**src/rtl/riscv_muldiv_wb_queue.sv**
```systemverilog
// Writeback formatter for the pipelined mul/div unit: pairs in-order responses
// with issue-time tags, selects the 32-bit result and buffers it for writeback.
module riscv_muldiv_wb_queue #(
    parameter int TAG_DEPTH = 4
) (
    input  logic        clk,
    input  logic        reset,
    input  logic [2:0]  tag_fn,
    input  logic [4:0]  tag_waddr,
    input  logic        tag_val,
    output logic        tag_rdy,
    input  logic [63:0] muldivresp_msg_result,
    input  logic        muldivresp_val,
    output logic        muldivresp_rdy,
    output logic [31:0] wb_data,
    output logic [4:0]  wb_waddr,
    output logic        wb_val,
    input  logic        wb_rdy,
    output logic        busy,
    output logic        err_orphan
);

    localparam logic [2:0] FN_MUL  = 3'd0;
    localparam logic [2:0] FN_DIV  = 3'd1;
    localparam logic [2:0] FN_DIVU = 3'd2;
    localparam logic [2:0] FN_REM  = 3'd3;
    localparam logic [2:0] FN_REMU = 3'd4;

    localparam int PW = (TAG_DEPTH > 1) ? $clog2(TAG_DEPTH) : 1;
    localparam int CW = PW + 1;
    localparam logic [CW-1:0] TAG_FULL = CW'(TAG_DEPTH);

    // Tag FIFO state
    logic [2:0]    fn_q   [TAG_DEPTH];
    logic [4:0]    dst_q  [TAG_DEPTH];
    logic [PW-1:0] wr_ptr_q, wr_ptr_d;
    logic [PW-1:0] rd_ptr_q, rd_ptr_d;
    logic [CW-1:0] tag_count_q, tag_count_d;

    // Output buffer: entry 0 is always the head
    logic [31:0]   ent0_data_q, ent0_data_d;
    logic [4:0]    ent0_waddr_q, ent0_waddr_d;
    logic [31:0]   ent1_data_q, ent1_data_d;
    logic [4:0]    ent1_waddr_q, ent1_waddr_d;
    logic [1:0]    out_count_q, out_count_d;
    logic          err_orphan_q, err_orphan_d;

    logic          push;
    logic          accept;
    logic          orphan;
    logic          pop;
    logic          enq;
    logic          deq;
    logic [2:0]    head_fn;
    logic [4:0]    head_dst;
    logic [31:0]   sel_data;

    // Ready signals depend only on registered counts
    assign tag_rdy        = (tag_count_q != TAG_FULL);
    assign muldivresp_rdy = (out_count_q != 2'd2) || (tag_count_q == '0);

    assign push   = tag_val && tag_rdy;
    assign accept = muldivresp_val && muldivresp_rdy;
    assign orphan = accept && (tag_count_q == '0);
    assign pop    = accept && (tag_count_q != '0);
    assign enq    = pop;
    assign deq    = wb_val && wb_rdy;

    assign head_fn  = fn_q[rd_ptr_q];
    assign head_dst = dst_q[rd_ptr_q];

    always_comb begin
        sel_data = muldivresp_msg_result[31:0];
        case (head_fn)
            FN_MUL, FN_DIV, FN_DIVU: sel_data = muldivresp_msg_result[31:0];
            FN_REM, FN_REMU:         sel_data = muldivresp_msg_result[63:32];
            default:                 sel_data = muldivresp_msg_result[31:0];
        endcase
    end

    always_comb begin
        wr_ptr_d     = wr_ptr_q;
        rd_ptr_d     = rd_ptr_q;
        tag_count_d  = tag_count_q;
        err_orphan_d = err_orphan_q;
        if (push) begin
            wr_ptr_d = wr_ptr_q + PW'(1);
        end
        if (pop) begin
            rd_ptr_d = rd_ptr_q + PW'(1);
        end
        tag_count_d = tag_count_q + CW'(push) - CW'(pop);
        if (orphan) begin
            err_orphan_d = 1'b1;
        end
    end

    always_comb begin
        ent0_data_d  = ent0_data_q;
        ent0_waddr_d = ent0_waddr_q;
        ent1_data_d  = ent1_data_q;
        ent1_waddr_d = ent1_waddr_q;
        if (deq && (out_count_q == 2'd2)) begin
            ent0_data_d  = ent1_data_q;
            ent0_waddr_d = ent1_waddr_q;
        end
        // Enqueue with two entries held cannot happen: rdy is low then
        if (enq) begin
            if ((out_count_q == 2'd0) || ((out_count_q == 2'd1) && deq)) begin
                ent0_data_d  = sel_data;
                ent0_waddr_d = head_dst;
            end else begin
                ent1_data_d  = sel_data;
                ent1_waddr_d = head_dst;
            end
        end
        out_count_d = out_count_q + 2'(enq) - 2'(deq);
    end

    always_ff @(posedge clk) begin
        if (push) begin
            fn_q[wr_ptr_q]  <= tag_fn;
            dst_q[wr_ptr_q] <= tag_waddr;
        end
    end

    always_ff @(posedge clk) begin
        if (reset) begin
            wr_ptr_q     <= '0;
            rd_ptr_q     <= '0;
            tag_count_q  <= '0;
            ent0_data_q  <= '0;
            ent0_waddr_q <= '0;
            ent1_data_q  <= '0;
            ent1_waddr_q <= '0;
            out_count_q  <= '0;
            err_orphan_q <= 1'b0;
        end else begin
            wr_ptr_q     <= wr_ptr_d;
            rd_ptr_q     <= rd_ptr_d;
            tag_count_q  <= tag_count_d;
            ent0_data_q  <= ent0_data_d;
            ent0_waddr_q <= ent0_waddr_d;
            ent1_data_q  <= ent1_data_d;
            ent1_waddr_q <= ent1_waddr_d;
            out_count_q  <= out_count_d;
            err_orphan_q <= err_orphan_d;
        end
    end

    assign wb_data    = ent0_data_q;
    assign wb_waddr   = ent0_waddr_q;
    assign wb_val     = (out_count_q != 2'd0);
    assign busy       = (tag_count_q != '0) || (out_count_q != 2'd0);
    assign err_orphan = err_orphan_q;

endmodule

```
**config.mk**
```make
export PLATFORM = sky130hd
export DESIGN_NAME = riscv_muldiv_wb_queue
export DESIGN_NICKNAME = d
export VERILOG_FILES = /design/src/rtl/riscv_muldiv_wb_queue.sv
export SDC_FILE = /design/constraint.sdc
export NUM_CORES = 1
export LEC_CHECK = 0
export ABC_CLOCK_PERIOD_IN_PS = 2600
export CORE_MARGIN = 2
export CORE_UTILIZATION = 45
export DETAILED_ROUTE_END_ITERATION = 6
export PLACE_DENSITY = 0.79
export SETUP_SLACK_MARGIN = 0.2
export SLEW_MARGIN = 20
export SYNTH_ARGS = -nofsm -noshare
export SYNTH_HDL_FRONTEND = slang
export SYNTH_SLANG_ARGS = --single-unit
```
**constraint.sdc**
```tcl
create_clock -name clk -period 2.6 [get_ports clk]
set_clock_uncertainty 0.15 [all_clocks]
set_input_delay 0.39 -clock clk [delete_from_list [all_inputs] [get_ports clk]]
set_output_delay 0.39 -clock clk [all_outputs]
set_load 0.005 [all_outputs]
```
==> results.py, run 1 <==
metrics = {
    "synthesis": {
        "synth.area.mux_share_pct": 8.84,
        "synthSimpleGateAreaFrac_pct": 31.4,
        "synth_fa_ha_area_share_pct": 1.86,
        "synthTopCellsByArea": "dfxtp_1, edfxtp_1, nand2_1, nor3_1, mux2i_1",
        "yosysSeqAreaShare_pct": 41.6,
        "synth_edf_count": 32,
        "synth-compound-area-share_pct": 9.58,
        "syn_avg_cell_area_um2": 8.11,
        "ys_ff_latch": 118,
        "syn_area_mm2": 0.00645,
        "synthFlopType": "dfxtp_1",
        "synthXorXnorAreaFrac_pct": 0.950,
        "synthesis.nets": 882,
        "syn_inst": 796,
        "async_flop_share_pct": 0,
        "synth_top_family_by_area": "simple AND/OR/NAND/NOR gates",
        "yosysTopAreaCellShare_pct": 26.7,
        "synth_cell_types": 36,
        "synth_largest_area_cell": "dfxtp_1",
        "synth_warnings": 0,
    },
    "timing": {
        "max_slew.worst_pin.slew_ns": 0.494,
        "setup_slack_ns": 0.263,
        "maxSlewViolCount": 0,
        "setup_viol": 0,
        "hold_violations": 0,
        "tns_ns": 0,
        "finalCritPeriodShare_pct": 89.9,
        "relSlewSlack_pct": 67.1,
        "rsz0062_at_grt": "false",
        "fmax_mhz": 428,
        "fin_crit_ns": 2.34,
        "whs_ns": 0.327,
    },
    "critical_path": {
        "cp.arrival_ns": 2.54,
        "cp_cell_sequence": "mux4_2 > nor2b_4 > clkbuf_16 > nor3_1 > or4_1 > a21oi_1",
        "cp.required_ns": 2.81,
        "cp-start-kind": "register",
        "crit_path_end_kind": "register",
        "path_class": "reg2reg",
        "cpPeakStageDelay_ns": 0.59,
        "cp_slowest_cell": "mux4_2",
        "worst-path-max-fanout": 15,
    },
    "power_and_ir_drop": {
        "power_frac_comb_pct": 41.3,
        "pwr-share-clk_pct": 28.9,
        "switching_share_pct": 34.6,
        "p_total_mw": 8.52,
        "p_int_mw": 5.57,
        "sequentialPowerShare_pct": 29.8,
        "p_leak_nw": 3.29,
        "p_switching_mw": 2.95,
        "ir_worst_vdd_v": 0.000654,
        "power_density_mw_per_mm2": 985,
    },
    "final_layout": {
        "drive_gt1_share_pct": 9.32,
        "final_cells": 1092,
        "fin_area_mm2": 0.00864,
        "antenna_cells": 0,
        "nets": 985,
        "fillers": 1128,
        "most-common-layout-cells": "nand2_1, clkdlybuf4s50_1, nor3_1",
        "final_common_cell": "nand2_1",
        "final_util_pct": 62.0,
        "area_growth_pct": 33.9,
    },
    "hold_path": {
        "min_path_type": "reg2reg",
        "min-delay-start": "ent1_waddr_q[2]",
    },
    "global_routing": {
        "antenna_found_initial": 0,
        "overflow": 0,
        "grt_pass1_wl_um": 28500,
        "grt_pass1_vias": 5717,
        "grt_max_degree": 65,
        "grt_usage_pct": 23.9,
    },
    "routing": {
        "routed_wl_um": 18700,
        "avgRoutedWirePerCell_um": 17.1,
        "drc": 0,
        "vias": 6383,
        "detail-route-antenna-nets": 0,
        "via_per_inst": 5.85,
        "first_pass_iters": 5,
        "first_iter_violations": 741,
    },
    "die": {
        "dieArea_mm2": 0.0153,
        "io_pins": 119,
        "initial_core_util_pct": 46.3,
        "die_w_um": 124,
        "core_mm2": 0.0139,
        "fp.dieH_um": 124,
        "row_count": 43,
    },
    "clock_network": {
        "clk_pin_slew_worst_paths_ns": 0.06,
        "cts_sinks": 118,
        "htreeDepth": 4,
        "cts_buffers": 17,
        "clock_tree.buffer_depth": 2,
        "root_buffer": "clkbuf_16",
        "cts_tree": "built",
        "clkLatencyLatePin_ns": 0.43,
    },
    "place": {
        "numPortBuffers": 118,
        "place_area_mm2": 0.00791,
        "dp_hpwl_um": 11300,
        "dp_slack_ns": -0.0538,
        "placed_cells": 1055,
        "gp_congestion": 0.793,
    },
    "run": {
        "cap_violations": 0,
    },
    "status": {
        "outcome": "complete, no violations",
    },
}
[flip-flops by register name, summed over array words and instances (netlist names), named ones only]
signal        count
dst_q            20
fn_q             12
out_count_q       2
ent1_waddr_q      5
rd_ptr_q          2
wb_data          32
tag_count_q       3
ent1_data_q      32
err_orphan        1
wb_waddr          5
wr_ptr_q          2
[synth_stat cells, drive strengths merged, types with 3 or more instances]
cell type and count:
dfxtp 86, a21oi 62, and3 35, and2 3, nor2b 6, a31oi 30, mux4 8, or4 30
xnor2 5, edfxtp 32, mux2i 39, nand2b 5, clkbuf 44, ha 8, nor2 85, nand2 137
inv 9, a311oi 5, buf 26, nor3 93, nand3 31
[cells by family (layout without fill, tap and decap cells)]
kind of cell             count (synthesis)  after routing
adder cells (fa/ha/maj)                  9              9
flip-flops                             118            118
multiplexers                            47             47
XOR/XNOR                                 7              7
buffers and inverters                   79            195
AO/OA/AOI/OAI                          106            106
AND/OR/NAND/NOR                        430            430
[cell type report]
class	count	area (um2)	area share [%]
Sequential cell	118	2690	31.1
Clock buffer	18	429	4.97
Inverter	9	33.8	0.391
Tap cell	180	225	2.61
Multi-Input combinational cell	599	3440	39.8
Timing Repair Buffer	154	1640	19.0
Clock inverter	14	184	2.13
[timing repair]
action                                  4_1_cts  5_1_grt
setup buffers                                 0        1
cloned                                        0        4
hold endpoints to repair                      0        0
gates resized for setup                       1       11
endpoints found under the setup margin        1       58
hold buffers                                  0        0
[per-layer routing]
| metal | vias to the layer above | GRT usage (%) | part of all wire [%] |
|---|---|---|---|
| met1 | 2987 | 31.8 | 43 |
| met2 | 308 | 37.3 | 47 |
| met4 | 0 | 9.80 | 2.1 |
| met3 | 33 | 5.59 | 8.6 |
| met5 | - | 0 | 0 |
| li1 | 3055 | - | - |
[power by group through the flow]
stage          logic [mW]  registers [mW]  clock network, mW
2_1_floorplan        2.04            2.52                  0
3_3_place_gp         3.28            2.55                  0
3_5_place_dp         3.33            2.56                  0
4_1_cts              3.36            2.53               2.48
5_1_grt              3.83            2.58               2.56
6_report             3.52            2.54               2.46
[critical path, delay by kind of cell (launching register included)]
family / cells / cell delay, ns
DFF: 1 / 0.37
muxes: 1 / 0.59
buffers and inverters: 1 / 0.24
AOI/OAI and AO/OA: 1 / 0.14
and+or+nand+nor: 3 / 0.78
[path summary, 6_finish.rpt]
check | slack [ns] | cells past startpoint | end
worst max-delay path | 0.26 | 6 | ent1_data_q[2]
worst min-delay path | 0.33 | 2 | wb_waddr[2]
worst max register to register | 0.26 | 6 | ent1_data_q[2]
worst min register to register | 0.33 | 2 | wb_waddr[2]
(Power assumes the default switching activity.)
==> run 2: changes to the inputs <==
--- a/config.mk
+++ b/config.mk
@@ -5,11 +5,10 @@
 export SDC_FILE = /design/constraint.sdc
 export NUM_CORES = 1
 export LEC_CHECK = 0
-export ABC_CLOCK_PERIOD_IN_PS = 2600
 export CORE_MARGIN = 2
 export CORE_UTILIZATION = 45
 export DETAILED_ROUTE_END_ITERATION = 6
-export PLACE_DENSITY = 0.79
+export PLACE_DENSITY = 0.7
 export SETUP_SLACK_MARGIN = 0.2
 export SLEW_MARGIN = 20
 export SYNTH_ARGS = -nofsm -noshare
==> run 2 against run 1 <==
Effect of this change:
- maximum frequency shrank 1.7%
- power grew 1.4%
- non-clock buffer count grew 3
- clock power grew 2%
- combinational power grew 2%
- worst setup slack lost 0.040 ns
- die area is the same
- hold slack gained 0.0043 ns
- sequential power is essentially flat
- cell count grew 0.37%
- global-route usage grew 0.84 points
- count of clock-buffer cells in the layout shrank 1
- critical path type unchanged
- largest power group unchanged
==> results.py, run 2 (synthesis results as in run 1) <==
metrics = {
    "status": {
        "outcome": "complete, no violations",
    },
    "final_layout": {
        "area_growth_pct": 34.6,
        "most-common-layout-cells": "nand2_1, clkdlybuf4s50_1, nor3_1",
        "final_common_cell": "nand2_1",
        "drive_gt1_share_pct": 10.1,
        "nets": 988,
    },
    "power_and_ir_drop": {
        "sequentialPowerShare_pct": 29.4,
        "p_total_mw": 8.63,
        "p_switching_mw": 3.02,
        "power_density_mw_per_mm2": 994,
        "p_int_mw": 5.62,
        "power_frac_comb_pct": 41.5,
        "switching_share_pct": 34.9,
        "p_leak_nw": 3.32,
        "ir_worst_vdd_v": 0.000905,
        "pwr-share-clk_pct": 29.1,
    },
    "timing": {
        "relSlewSlack_pct": 53.5,
        "rsz0062_at_grt": "true",
        "fin_crit_ns": 2.38,
        "maxSlewViolCount": 0,
        "max_slew.worst_pin.slew_ns": 0.698,
        "setup_viol": 0,
        "setup_slack_ns": 0.223,
        "hold_violations": 0,
        "fmax_mhz": 421,
        "finalCritPeriodShare_pct": 91.4,
    },
    "critical_path": {
        "r2r_slack_ns": 0.22,
        "cpPeakStageDelay_ns": 0.58,
        "worst-path-max-fanout": 20,
        "cp-start-kind": "register",
        "r2r_cells": 8,
        "crit_path_end_kind": "register",
        "cp.arrival_ns": 2.54,
        "cp.required_ns": 2.76,
        "cp_slowest_cell": "mux4_2",
        "regToRegEndpoint": "ent1_data_q[20]",
        "cp_cell_sequence": "buf_6 > mux4_2 > nand4b_1 > buf_4 > clkbuf_16 > nor3_1 > or4_1 > a21oi_1",
        "path_class": "reg2reg",
    },
    "global_routing": {
        "grt_pass1_wl_um": 29500,
        "antenna_found_initial": 1,
        "overflow": 0,
        "grt_pass1_vias": 6011,
        "grt_usage_pct": 24.7,
        "grt_max_degree": 69,
    },
    "hold_path": {
        "min-delay-start": "ent1_waddr_q[1]",
        "hold_end": "wb_waddr[1]",
        "hold-path-cell-count": 2,
        "min_path_type": "reg2reg",
    },
    "routing": {
        "first_pass_iters": 5,
        "drc": 0,
        "routed_wl_um": 19400,
        "via_per_inst": 5.87,
        "first_iter_violations": 617,
        "avgRoutedWirePerCell_um": 17.7,
        "detail-route-antenna-nets": 0,
        "vias": 6430,
    },
    "die": {
        "die_w_um": 124,
        "dieArea_mm2": 0.0153,
        "io_pins": 119,
        "fp.dieH_um": 124,
        "initial_core_util_pct": 46.3,
        "row_count": 43,
        "core_mm2": 0.0139,
    },
    "run": {
        "cap_violations": 0,
    },
    "clock_network": {
        "clk_pin_slew_worst_paths_ns": 0.06,
        "root_buffer": "clkbuf_16",
        "cts_tree": "built",
        "cts.hold.buffers_added": 0,
        "clock_tree.buffer_depth": 2,
        "cts_sinks": 118,
        "htreeDepth": 4,
        "cts_buffers": 17,
        "clkLatencyLatePin_ns": 0.43,
    },
    "place": {
        "numPortBuffers": 118,
        "dp_slack_ns": -0.101,
        "dp_hpwl_um": 12000,
        "gp_congestion": 0.803,
    },
}
run 2: cell count changes in the layout (fill, tap and decap cells not counted), sizes merged:
| cell | before | now |
|---|---|---|
| clkinvlp | 4 | 3 |
| buf | 34 | 36 |
| diode | 0 | 1 |
| inv | 9 | 11 |
run 2: per-stage QoR:
| step | util (%) | cell area, um2 | hold slack, ns | cells | setup TNS (ns) |
|---|---|---|---|---|---|
| 2_1_floorplan | - | 6450 | 0.304 | 796 | 0 |
| 3_3_place_gp | 56.5 | 7870 | 0.313 | 1052 | -0.0621 |
| 3_5_place_dp | 56.5 | 7870 | 0.320 | 1052 | -0.101 |
| 4_1_cts | 61.1 | 8520 | 0.337 | 1085 | 0 |
| 5_1_grt | 62.3 | 8690 | 0.356 | 1095 | 0 |
| 6_report | 62.4 | 8690 | 0.331 | 1096 | 0 |
run 2: power by group through the flow:
| stage | clock, mW | combinational (mW) | sequential (mW) |
|---|---|---|---|
| 2_1_floorplan | 0 | 2.04 | 2.52 |
| 3_3_place_gp | 0 | 3.24 | 2.54 |
| 3_5_place_dp | 0 | 3.33 | 2.56 |
| 4_1_cts | 2.55 | 3.38 | 2.54 |
| 5_1_grt | 2.63 | 3.89 | 2.59 |
| 6_report | 2.51 | 3.58 | 2.54 |
run 2: layout make-up:
type                    instances  area [um2]
well taps                     180         225
fillers                      1177        5250
diodes                          1        2.50
clock inverters                15         204
clock buffers                  17         425
multi-input cells             599        3450
inverters                       9        33.8
flip-flops and latches        118        2690
repair buffers                157        1660
run 2: what timing repair did:
| action | in CTS | in global routing |
|---|---|---|
| setup buffers | 1 | 6 |
| cloned | 0 | 4 |
| setup endpoints to repair | 26 | 24 |
| resized for setup | 5 | 5 |
run 2: critical path: cells and delay by family, from the launching register on:
family                 cells  cell delay [ns]
multiplexers               1             0.58
AO/OA/AOI/OAI              1             0.04
buffers and inverters      3             0.55
flip-flops                 1             0.37
AND/OR/NAND/NOR            3             0.57
run 2: worst max-delay path by stage:
stage                            endpoint  slack, ns  cells after the start
final                     ent1_data_q[20]       0.22                      8
after global routing       tag_count_q[2]       0.13                     12
after CTS                  tag_count_q[2]       0.21                     12
after detailed placement   tag_count_q[2]      -0.10                     11
after global placement     tag_count_q[2]      -0.06                     11
after floorplan            tag_count_q[2]       0.25                     10
run 2: per-layer routing:
layer  wire, um  up-vias  track usage (%)
met1       8060     3073             30.1
met5          0        -                0
met2       9410      277             41.6
met3       1680       26             7.88
li1           -     3054                -
met4        253        0             7.81
